--- src/rtl/id_ex_queue.sv ---
// Decode-to-execute buffer: DEPTH-entry FIFO of decoded bundles with valid/ready on both sides,
// hold/flush control and a pending-destination mask. Optional zero-latency path: ID_EX_BYPASS_EN.
module id_ex_queue #(
    parameter int WIDTH = 128,
    parameter int DEPTH = 2,
    parameter int CNT_W = $clog2(DEPTH + 1)
) (
    input  logic             clk,
    input  logic             Rst,
    input  logic             in_valid,
    output logic             in_ready,
    input  logic [WIDTH-1:0] in_data,
    input  logic [4:0]       in_rd,
    input  logic             in_regwrite,
    input  logic             hold,
    input  logic             flush,
    output logic             out_valid,
    input  logic             out_ready,
    output logic [WIDTH-1:0] out_data,
    output logic [4:0]       out_rd,
    output logic             out_regwrite,
    output logic [CNT_W-1:0] count,
    output logic [31:0]      pend_mask
);

    localparam int PTR_W = $clog2(DEPTH);

    logic [WIDTH-1:0] data_mem [DEPTH];
    logic [4:0]       rd_mem   [DEPTH];
    logic [DEPTH-1:0] rw_mem_reg;

    logic [PTR_W-1:0] wr_ptr_reg;
    logic [PTR_W-1:0] rd_ptr_reg;
    logic [CNT_W-1:0] count_reg;

    logic head_valid;
    logic bypass_take;
    logic push;
    logic pop;

    assign head_valid = (count_reg != '0);
    assign in_ready   = (count_reg != CNT_W'(DEPTH)) && !hold;

`ifdef ID_EX_BYPASS_EN
    // An empty buffer hands the incoming bundle straight to execute.
    assign bypass_take = !head_valid && in_valid && !hold && !flush;
`else
    assign bypass_take = 1'b0;
`endif

    // A bypassed bundle that execute accepts immediately never touches storage.
    assign push = in_valid && in_ready && !flush && !(bypass_take && out_ready);
    assign pop  = head_valid && out_ready && !hold && !flush;

    always_ff @(posedge clk or negedge Rst) begin
        if (!Rst) begin
            wr_ptr_reg <= '0;
            rd_ptr_reg <= '0;
            count_reg  <= '0;
        end else if (flush) begin
            wr_ptr_reg <= '0;
            rd_ptr_reg <= '0;
            count_reg  <= '0;
        end else if (!hold) begin
            if (push) begin
                wr_ptr_reg <= wr_ptr_reg + PTR_W'(1);
            end
            if (pop) begin
                rd_ptr_reg <= rd_ptr_reg + PTR_W'(1);
            end
            if (push && !pop) begin
                count_reg <= count_reg + CNT_W'(1);
            end else if (pop && !push) begin
                count_reg <= count_reg - CNT_W'(1);
            end
        end
    end

    // Write-enable bits are reset so stale entries never look like pending writers.
    always_ff @(posedge clk or negedge Rst) begin
        if (!Rst) begin
            rw_mem_reg <= '0;
        end else if (push) begin
            rw_mem_reg[wr_ptr_reg] <= in_regwrite;
        end
    end

    always_ff @(posedge clk) begin
        if (push) begin
            data_mem[wr_ptr_reg] <= in_data;
            rd_mem[wr_ptr_reg]   <= in_rd;
        end
    end

    always_comb begin
        out_valid    = head_valid || bypass_take;
        out_data     = '0;
        out_rd       = '0;
        out_regwrite = 1'b0;
        if (head_valid) begin
            out_data     = data_mem[rd_ptr_reg];
            out_rd       = rd_mem[rd_ptr_reg];
            out_regwrite = rw_mem_reg[rd_ptr_reg];
        end else if (bypass_take) begin
            out_data     = in_data;
            out_rd       = in_rd;
            out_regwrite = in_regwrite;
        end
    end

    // Entry gi is live when its distance from the head is below the occupancy.
    logic [31:0] entry_mask [DEPTH];

    for (genvar gi = 0; gi < DEPTH; gi++) begin : g_pend
        logic [PTR_W-1:0] offset;
        logic             live;
        assign offset = PTR_W'(gi) - rd_ptr_reg;
        assign live   = (CNT_W'(offset) < count_reg) && rw_mem_reg[gi];
        assign entry_mask[gi] = live ? (32'd1 << rd_mem[gi]) : 32'd0;
    end

    always_comb begin
        pend_mask = '0;
        for (int i = 0; i < DEPTH; i++) begin
            pend_mask = pend_mask | entry_mask[i];
        end
        pend_mask[0] = 1'b0;
    end

    assign count = count_reg;

endmodule

--- config.mk ---
export PLATFORM = sky130hd
export DESIGN_NAME = id_ex_queue
export DESIGN_NICKNAME = d
export VERILOG_FILES = /design/src/rtl/id_ex_queue.sv
export SDC_FILE = /design/constraint.sdc
export NUM_CORES = 1
export LEC_CHECK = 0
export ABC_AREA = 0
export CORE_MARGIN = 4
export CORE_UTILIZATION = 40
export DETAILED_ROUTE_END_ITERATION = 6
export MAX_ROUTING_LAYER = met4
export PLACE_DENSITY_LB_ADDON = 0.1
export SYNTH_ARGS = -nofsm -noshare
export SYNTH_HDL_FRONTEND = slang
export SYNTH_SLANG_ARGS = --single-unit
--- constraint.sdc ---
create_clock -name clk -period 12 [get_ports clk]
set_input_delay 2.4 -clock clk [delete_from_list [all_inputs] [get_ports clk]]
set_output_delay 2.4 -clock clk [all_outputs]
set_load 0.005 [all_outputs]
==> impl_metrics.yaml, run 1 <==
power:
  seqPwrFrac_pct: 52.6
  peakVddDrop_mv: 0.123
  switching_power_uw: 427
  switching_share_pct: 20.8
  p_int_uw: 1620
  leakage_uw: 0.00472
  powerDensity_nw_per_um2: 135
  p_comb_share_pct: 8.7
  clkPwrFrac_pct: 38.6
grt:
  grt_pass1_wl_um: 38600
  grt_antenna_before_repair: 5
  grt_overflow_total: 0
  grt_pass1_vias: 6960
  grt_max_degree: 77
  track_usage_pct: 16.5
route:
  vias: 6737
  routed_wl_um: 25000
  wl_per_cell_um: 18.5
  firstDrtPassIters: 4
  route.detailed.drc: 0
  via_per_inst: 4.98
  drt_iter0_drc: 426
  antenna_left: 0
critical_path:
  cp_common_cell: "clkdlybuf4s50_1"
  reg2reg_depth: 4
  required_ns: 9.60
  cp.arrival_ns: 3.56
  end_kind: "primary output"
  critical_path_class: "in -> out"
  worstReg2RegEnd: "data_mem[0][14]$_DFFE_PP_"
  slowest_delay_ns: 0.51
  critPathLaunchType: "input port"
  reg2reg_slack_ns: 8.79
  path_cells: "clkdlybuf4s50_1, nor2_1, clkdlybuf4s50_1"
  r2r-start: "count[1]$_DFFE_PN0P_"
  slowest_stage: "clkdlybuf4s50_1"
  crit_fanout: 7
sta:
  worst_pin_slew_ns: 1.03
  grt_setup_unrepaired: "false"
  hold_viol: 0
  drv_slew: 0
  period_needed_ns: 5.96
  finalSetupViolCount: 0
  fin_crit_sh_pct: 49.6
  whs_ns: 0.585
  fmax_mhz: 168
  skew_ns: 0.00988
  max_slew_margin_pct: 31.2
  setup_tns_ns: 0
clock_network:
  cts_made_buffers: 28
  cts_tree: "yes"
  clock_latency_ns: 0.53
  postCtsSetupBuffers: 0
  clock_sinks: 272
  path_clk_slew_ns: 0.06
  htree_levels: 1
  cts_resized: 0
  cts_hold_buf: 0
  clockBufferDepth: 3
  root_buffer: "clkbuf_16"
final_layout:
  layout-drive-gt1-share_pct: 6.06
  post-route-util_pct: 56.5
  max_flop_register: "data_mem"
  area_delta_synth_final_pct: 39.4
  largest_reg_flops: 256
  reg_top3: "data_mem (256), rd_mem (10)"
  final_cells: 1352
  nets: 1124
placed_design:
  io_buffers: 308
  dp_hpwl_um: 16100
  dp_cells: 1295
  place_congestion: 0.846
logic_synthesis:
  synth_area_um2: 10900
  synth_cell_type_count: 34
  synthTopCellsByArea: "edfxtp_1 (74%), mux2i_1 (12%), nor2_1 (4.8%)"
  ys_ff_latch: 272
  yosys_warnings: 0
  synth_area_leader_cell: "edfxtp_1"
  yosys.area.top_type_share_pct: 73.6
  yosysSeqAreaShare_pct: 75.0
  syn_area_per_cell_um2: 16.1
  synthCells: 674
  syn-num-nets: 814
floorplan:
  die_h_um: 173
  dieArea_um2: 29800
  initial_core_util_pct: 40.5
  io_pins: 310
  core.rowCount: 60
  fp.dieW_um: 173
  coreArea_um2: 26800
hold_path:
  hold_path_end: "rw_mem_reg[1]$_DFFE_PN0P_"
  min_from: "rw_mem_reg[1]$_DFFE_PN0P_"
  hold_class: "reg -> reg"
  holdPathStages: 1
job:
  drv_cap: 0
outcome:
  status: "finished clean"
## layout make-up
class                   instances  area [um^2]
fillers                      2189        11700
flip-flops and latches        272         8140
repair buffers                316         3140
multi-input cells             361         2530
clock buffers                  37          774
well taps                     341          427
clock inverters                15         83.8
inverters                       5         18.8
diodes                          5         12.5
## metrics by stage
stage                     total power (uW)  setup slack (ns)  area (um^2)
after global placement                1280              6.05        14300
after CTS                             2080              6.03        15100
after floorplan                       1160              4.60        10900
after detailed placement              1280              6.05        14300
after global routing                  2130              5.91        15100
final                                 2050              6.04        15100
## worst max-delay path by stage
stage,cells after the start,to,start,slack (ns)
2_1_floorplan,3,rw_mem_reg[1]$_DFFE_PN0P_,hold,4.60
3_3_place_gp,3,in_ready,hold,6.05
3_5_place_dp,3,in_ready,hold,6.05
4_1_cts,3,in_ready,hold,6.03
5_1_grt,5,pend_mask[16],rd_ptr_reg$_DFFE_PN0P_,5.91
6_report,3,in_ready,hold,6.04
## synth_stat cells (all sizes together)
master,instances
edfxtp,266
nor2,139
mux2i,135
o22ai,31
buf,26
clkbuf,10
o2111ai,8
dfrtp,6
nand2,6
nand3,6
inv,5
a21oi,4
nand2b,4
nand3b,3
nand4b,3
o21ai,3
or3,3
mux2,2
nor2b,2
nor3b,2
a21o,1
and2b,1
conb,1
nand4,1
nor4,1
nor4b,1
nor4bb,1
o32ai,1
or3b,1
xnor2,1
## critical path, delay by kind of cell
family,cells,cell delay [ns]
and+or+nand+nor,1,0.14
buffers and inverters,2,1.01
## kinds of logic after synthesis
| logic type | share of synthesized area, % |
|---|---|
| XOR/XNOR | 0.0807 |
| flip-flops | 75.0 |
| buffers and inverters | 1.76 |
| other | 0.0345 |
| AND/OR/NAND/NOR | 7.18 |
| multiplexers | 12.7 |
| AO/OA/AOI/OAI | 3.32 |
## metal layers
layer / share of wire, % / global-route usage (%) / wire length [um]
met2: 49 / 26.8 / 12200
met4: 2.1 / 5.19 / 535
met5: 0 / - / 0
met3: 7.8 / 5.03 / 1960
met1: 41 / 19.9 / 10300
## layout by cell type, fill, tap and decap left out, drive strengths merged, types with 3 or more instances in the layout
| cell | instances |
|---|---|
| nand3 | 6 |
| mux2i | 135 |
| o21ai | 3 |
| o2111ai | 8 |
| clkinv | 14 |
| nand3b | 3 |
| inv | 5 |
| a21oi | 4 |
| o22ai | 31 |
| diode | 5 |
| nand2b | 4 |
| clkbuf | 37 |
| nand4b | 3 |
| nor2 | 139 |
| edfxtp | 266 |
| buf | 8 |
| clkdlybuf4s50 | 308 |
| nand2 | 6 |
| or3 | 3 |
| dfrtp | 6 |
## power by group through the flow
stage / logic (uW) / clock network (uW) / registers (uW)
global placement: 179 / 0 / 1100
floorplan: 67.8 / 0 / 1090
finish: 179 / 791 / 1080
CTS: 182 / 819 / 1080
detailed placement: 181 / 0 / 1100
global route: 193 / 858 / 1080
No activity file was read; power rests on OpenSTA's default activity.
==> inputs of run 2 (changes only) <==
clock period = 5.5 ns   (was 12 ns; I/O delays follow)
==> impl_metrics.yaml, run 2 (synthesis gave the netlist of run 1 again) <==
outcome:
  status: "finished clean"
sta:
  skew_ns: 0.0103
  drv_slew: 0
  period_needed_ns: 4.02
  fin_crit_sh_pct: 73.1
  hold_viol: 0
  setup_tns_ns: 0
  fmax_mhz: 249
  grt_setup_unrepaired: "false"
  worst_pin_slew_ns: 0.946
  setup_ws_ns: 1.48
  finalSetupViolCount: 0
  max_slew_margin_pct: 36.5
floorplan:
  io_pins: 310
  die_h_um: 173
  dieArea_um2: 29800
  fp.dieW_um: 173
  core.rowCount: 60
  coreArea_um2: 26800
  initial_core_util_pct: 40.5
grt:
  track_usage_pct: 17.0
  grt_max_degree: 114
  grt_overflow_total: 0
  grt_antenna_before_repair: 3
  grt_pass1_vias: 7076
  grt_pass1_wl_um: 39300
clock_network:
  clock_sinks: 272
  root_buffer: "clkbuf_16"
  cts_made_buffers: 30
  cts_resized: 0
  postCtsSetupBuffers: 0
  cts_hold_buf: 0
  clock_latency_ns: 0.54
  path_clk_slew_ns: 0.06
  htree_levels: 1
  clockBufferDepth: 3
  cts_tree: "yes"
final_layout:
  nFillCells: 2191
  layout-drive-gt1-share_pct: 6.16
  nets: 1126
  multiInputGateArea_um2: 2540
  final_cells: 1351
  largest_reg_flops: 256
  area_delta_synth_final_pct: 40.6
  reg_top3: "data_mem (256), rd_mem (10)"
  fin_area_um2: 15300
  seq_area_um2: 8140
  final_common_cell: "clkdlybuf4s50_1"
  max_flop_register: "data_mem"
  final_cell_mix: "clkdlybuf4s50_1 (308), edfxtp_1 (266), nor2_1 (138)"
critical_path:
  crit_buf_inv: 2
  worstReg2RegEnd: "rw_mem_reg[0]$_DFFE_PN0P_"
  crit_end: "out_data[117]"
  required_ns: 4.40
  worstSetupPathDepth: 4
  crit_family: "buffers and inverters"
  crit_fanout: 38
  critical_path_class: "reg -> out"
  reg2reg_slack_ns: 2.91
  path_cells: "buf_4, mux2i_1, nor2_1, clkdlybuf4s50_1"
  critPathLaunchType: "flip-flop"
  slowest_stage: "dfrtp_4"
  slowest_delay_ns: 0.81
  reg2reg_depth: 4
  r2r-start: "count[1]$_DFFE_PN0P_"
  end_kind: "primary output"
  cp.arrival_ns: 2.92
  cp-startpoint: "rd_ptr_reg$_DFFE_PN0P_"
route:
  antenna_left: 0
  wl_per_cell_um: 19.0
  via_per_inst: 5.02
  vias: 6780
  drt_iter0_drc: 409
  routed_wl_um: 25600
  firstDrtPassIters: 7
  route.detailed.drc: 0
placed_design:
  pre_cts_ws_ns: 1.94
  place_congestion: 0.950
  io_buffers: 308
  dp_cells: 1295
  dp_hpwl_um: 16600
  place_area_um2: 14300
power:
  power.total_uw: 4610
  powerDensity_nw_per_um2: 302
  leakage_uw: 0.00477
  peakVddDrop_mv: 0.263
job:
  drv_cap: 0
hold_path:
  hold_class: "reg -> reg"
==> run 2: cell count changes in the layout (fill, tap and decap cells not counted), sizes merged <==
cell    before  now
clkbuf      37   36
diode        5    3
bufinv       0    2
==> run 2: how the worst min path moves through the flow <==
| stage | startpoint | depth (start not counted) | to |
|---|---|---|---|
| after detailed placement | rw_mem_reg[1]$_DFFE_PN0P_ | 1 | rw_mem_reg[1]$_DFFE_PN0P_ |
| after floorplan | rw_mem_reg[1]$_DFFE_PN0P_ | 1 | rw_mem_reg[1]$_DFFE_PN0P_ |
| after global placement | wr_ptr_reg$_DFFE_PN0P_ | 2 | wr_ptr_reg$_DFFE_PN0P_ |
| after global routing | rw_mem_reg[1]$_DFFE_PN0P_ | 1 | rw_mem_reg[1]$_DFFE_PN0P_ |
| after CTS | wr_ptr_reg$_DFFE_PN0P_ | 2 | wr_ptr_reg$_DFFE_PN0P_ |
| final | wr_ptr_reg$_DFFE_PN0P_ | 2 | wr_ptr_reg$_DFFE_PN0P_ |
==> run 2: cell type report <==
type	instances	share of cell area, %
Clock buffer	36	5.21
Timing Repair Buffer	316	21.0
Clock inverter	17	0.836
Antenna cell	3	0.0492
Multi-Input combinational cell	361	16.6
Tap cell	341	2.80
Sequential cell	272	53.3
Inverter	5	0.123
==> run 2: worst min-delay path, stage by stage, from the launching register on <==
cell and delay (ns):
dfrtp_1 0.43, o21ai_0 0.10, a21oi_1 0.07
==> run 2: per-layer routing <==
| layer | vias up | part of all wire [%] | global-route usage, % |
|---|---|---|---|
| li1 | 3193 | - | - |
| met3 | 51 | 8.9 | 5.75 |
| met2 | 265 | 49 | 28.4 |
| met1 | 3271 | 40 | 19.8 |
| met4 | 0 | 2.5 | 4.69 |
| met5 | - | 0 | - |
==> run 2: power breakdown <==
group / total [uW] / internal, uW / leakage, uW / switching [uW]
clock: 1860 / 1110 / 0.000452 / 751
sequential: 2350 / 2330 / 0.00249 / 26.4
combinational: 394 / 226 / 0.00183 / 168
==> run 2: stage by stage <==
step	hold slack (ns)	util, %
after detailed placement	0.619	53.5
after floorplan	0.538	-
after global routing	0.664	57.0
after CTS	0.632	56.9
final	0.631	57.0
after global placement	0.616	53.5
==> inputs of run 3 (changes only) <==
clock period = 3.8 ns   (was 5.5 ns; I/O delays follow)
==> impl_metrics.yaml, run 3 (synthesis gave the netlist of run 1 again) <==
outcome:
  status: "finished clean"
grt:
  grt_overflow_total: 0
  grt_pass1_vias: 7087
  track_usage_pct: 17.4
  grt_max_degree: 71
  grt_antenna_before_repair: 3
  grt_pass1_wl_um: 40100
route:
  routed_wl_um: 26000
  wl_per_cell_um: 19.2
  via_per_inst: 5.07
  route.detailed.drc: 0
  drt_iter0_drc: 406
  vias: 6857
  firstDrtPassIters: 5
  antenna_left: 0
final_layout:
  largest_reg_flops: 256
  max_flop_register: "data_mem"
  area_delta_synth_final_pct: 40.9
  final_common_cell: "clkdlybuf4s50_1"
  nets: 1128
  reg_top3: "data_mem (256), rd_mem (10)"
  layout-drive-gt1-share_pct: 6.64
  final_cell_mix: "clkdlybuf4s50_1 (308), edfxtp_1 (266), nor2_1 (138)"
  fin_area_um2: 15300
  post-route-util_pct: 57.1
placed_design:
  place_area_um2: 14400
  dp_hpwl_um: 17500
  pre_cts_ws_ns: 0.932
  place_congestion: 0.848
  io_buffers: 308
critical_path:
  required_ns: 3.04
  critPathLaunchType: "flip-flop"
  cp.arrival_ns: 2.66
  end_kind: "primary output"
  critical_path_class: "reg -> out"
  crit_fanout: 15
clock_network:
  clockBufferDepth: 3
  cts_resized: 0
  path_clk_slew_ns: 0.06
  postCtsSetupBuffers: 0
  cts_made_buffers: 28
  clock_sinks: 272
  cts_hold_buf: 0
  cts_tree: "yes"
  root_buffer: "clkbuf_16"
  clock_latency_ns: 0.53
  htree_levels: 1
floorplan:
  core.rowCount: 60
  die_h_um: 173
  dieArea_um2: 29800
  coreArea_um2: 26800
  fp.dieW_um: 173
  io_pins: 310
  initial_core_util_pct: 40.5
power:
  power.total_uw: 6610
  peakVddDrop_mv: 0.324
  powerDensity_nw_per_um2: 432
  leakage_uw: 0.00480
sta:
  worst_pin_slew_ns: 0.754
  period_needed_ns: 3.42
  fin_crit_sh_pct: 89.9
  setup_tns_ns: 0
  fmax_mhz: 293
  hold_viol: 0
  finalSetupViolCount: 0
  drv_slew: 0
  setup_ws_ns: 0.384
  grt_setup_unrepaired: "false"
  skew_ns: 0.00843
  max_slew_margin_pct: 49.7
hold_path:
  hold_class: "in -> async"
job:
  drv_cap: 0
run 3: changes by cell type in the layout (fill, tap and decap cells not counted):
cell | before | now
buf_12 | 5 | 8
buf_4 | 3 | 4
bufinv_16 | 2 | 3
clkbuf_1 | 5 | 6
clkbuf_16 | 31 | 28
clkinv_1 | 8 | 4
clkinv_2 | 6 | 9
clkinv_8 | 0 | 1
clkinvlp_4 | 1 | 0
run 3: report_power, final:
group | internal [uW] | switching (uW)
clock | 1550 | 1070
sequential | 3370 | 35.3
combinational | 334 | 249
run 3: path summary, 6_finish.rpt:
kind / start / end / depth (start not counted) / slack, ns
setup / recovery: count[1]$_DFFE_PN0P_ / pend_mask[21] / 4 / 0.38
hold / removal: Rst / wr_ptr_reg$_DFFE_PN0P_ / 1 / 0.49
setup reg to reg: count[1]$_DFFE_PN0P_ / data_mem[1][117]$_DFFE_PP_ / 3 / 1.53
hold reg to reg: wr_ptr_reg$_DFFE_PN0P_ / wr_ptr_reg$_DFFE_PN0P_ / 2 / 0.63
max in group asynchronous: Rst / rd_ptr_reg$_DFFE_PN0P_ / 1 / 3.04
min in group clk: wr_ptr_reg$_DFFE_PN0P_ / wr_ptr_reg$_DFFE_PN0P_ / 2 / 0.63
run 3: critical path, cell delays in order, from the launching register on:
cell             delay [ns]
dfrtp_1                0.79
a21o_2                 0.26
nand4b_1               0.22
o22ai_1                0.30
clkdlybuf4s50_1        0.56
run 3: metrics by stage:
stage               hold slack [ns]  instances
global placement              0.614       1299
global route                  0.485       1353
finish                        0.487       1353
detailed placement            0.617       1299
floorplan                     0.464        674
CTS                           0.469       1350
run 3: per-layer routing:
layer / part of all wire [%] / track usage (%)
met4: 2.5 / 5.25
met2: 50 / 28.9
met3: 9.1 / 6.19
met5: 0 / -
met1: 39 / 19.9
run 3: cell type report:
class	count	area (um^2)
antenna	3	7.51
clock buffer	34	723
clock inverter	17	166
fill	2149	11500
inverter	5	18.8
multi-input combinational	361	2540
sequential	272	8140
tap	341	427
timing repair buffer	320	3270
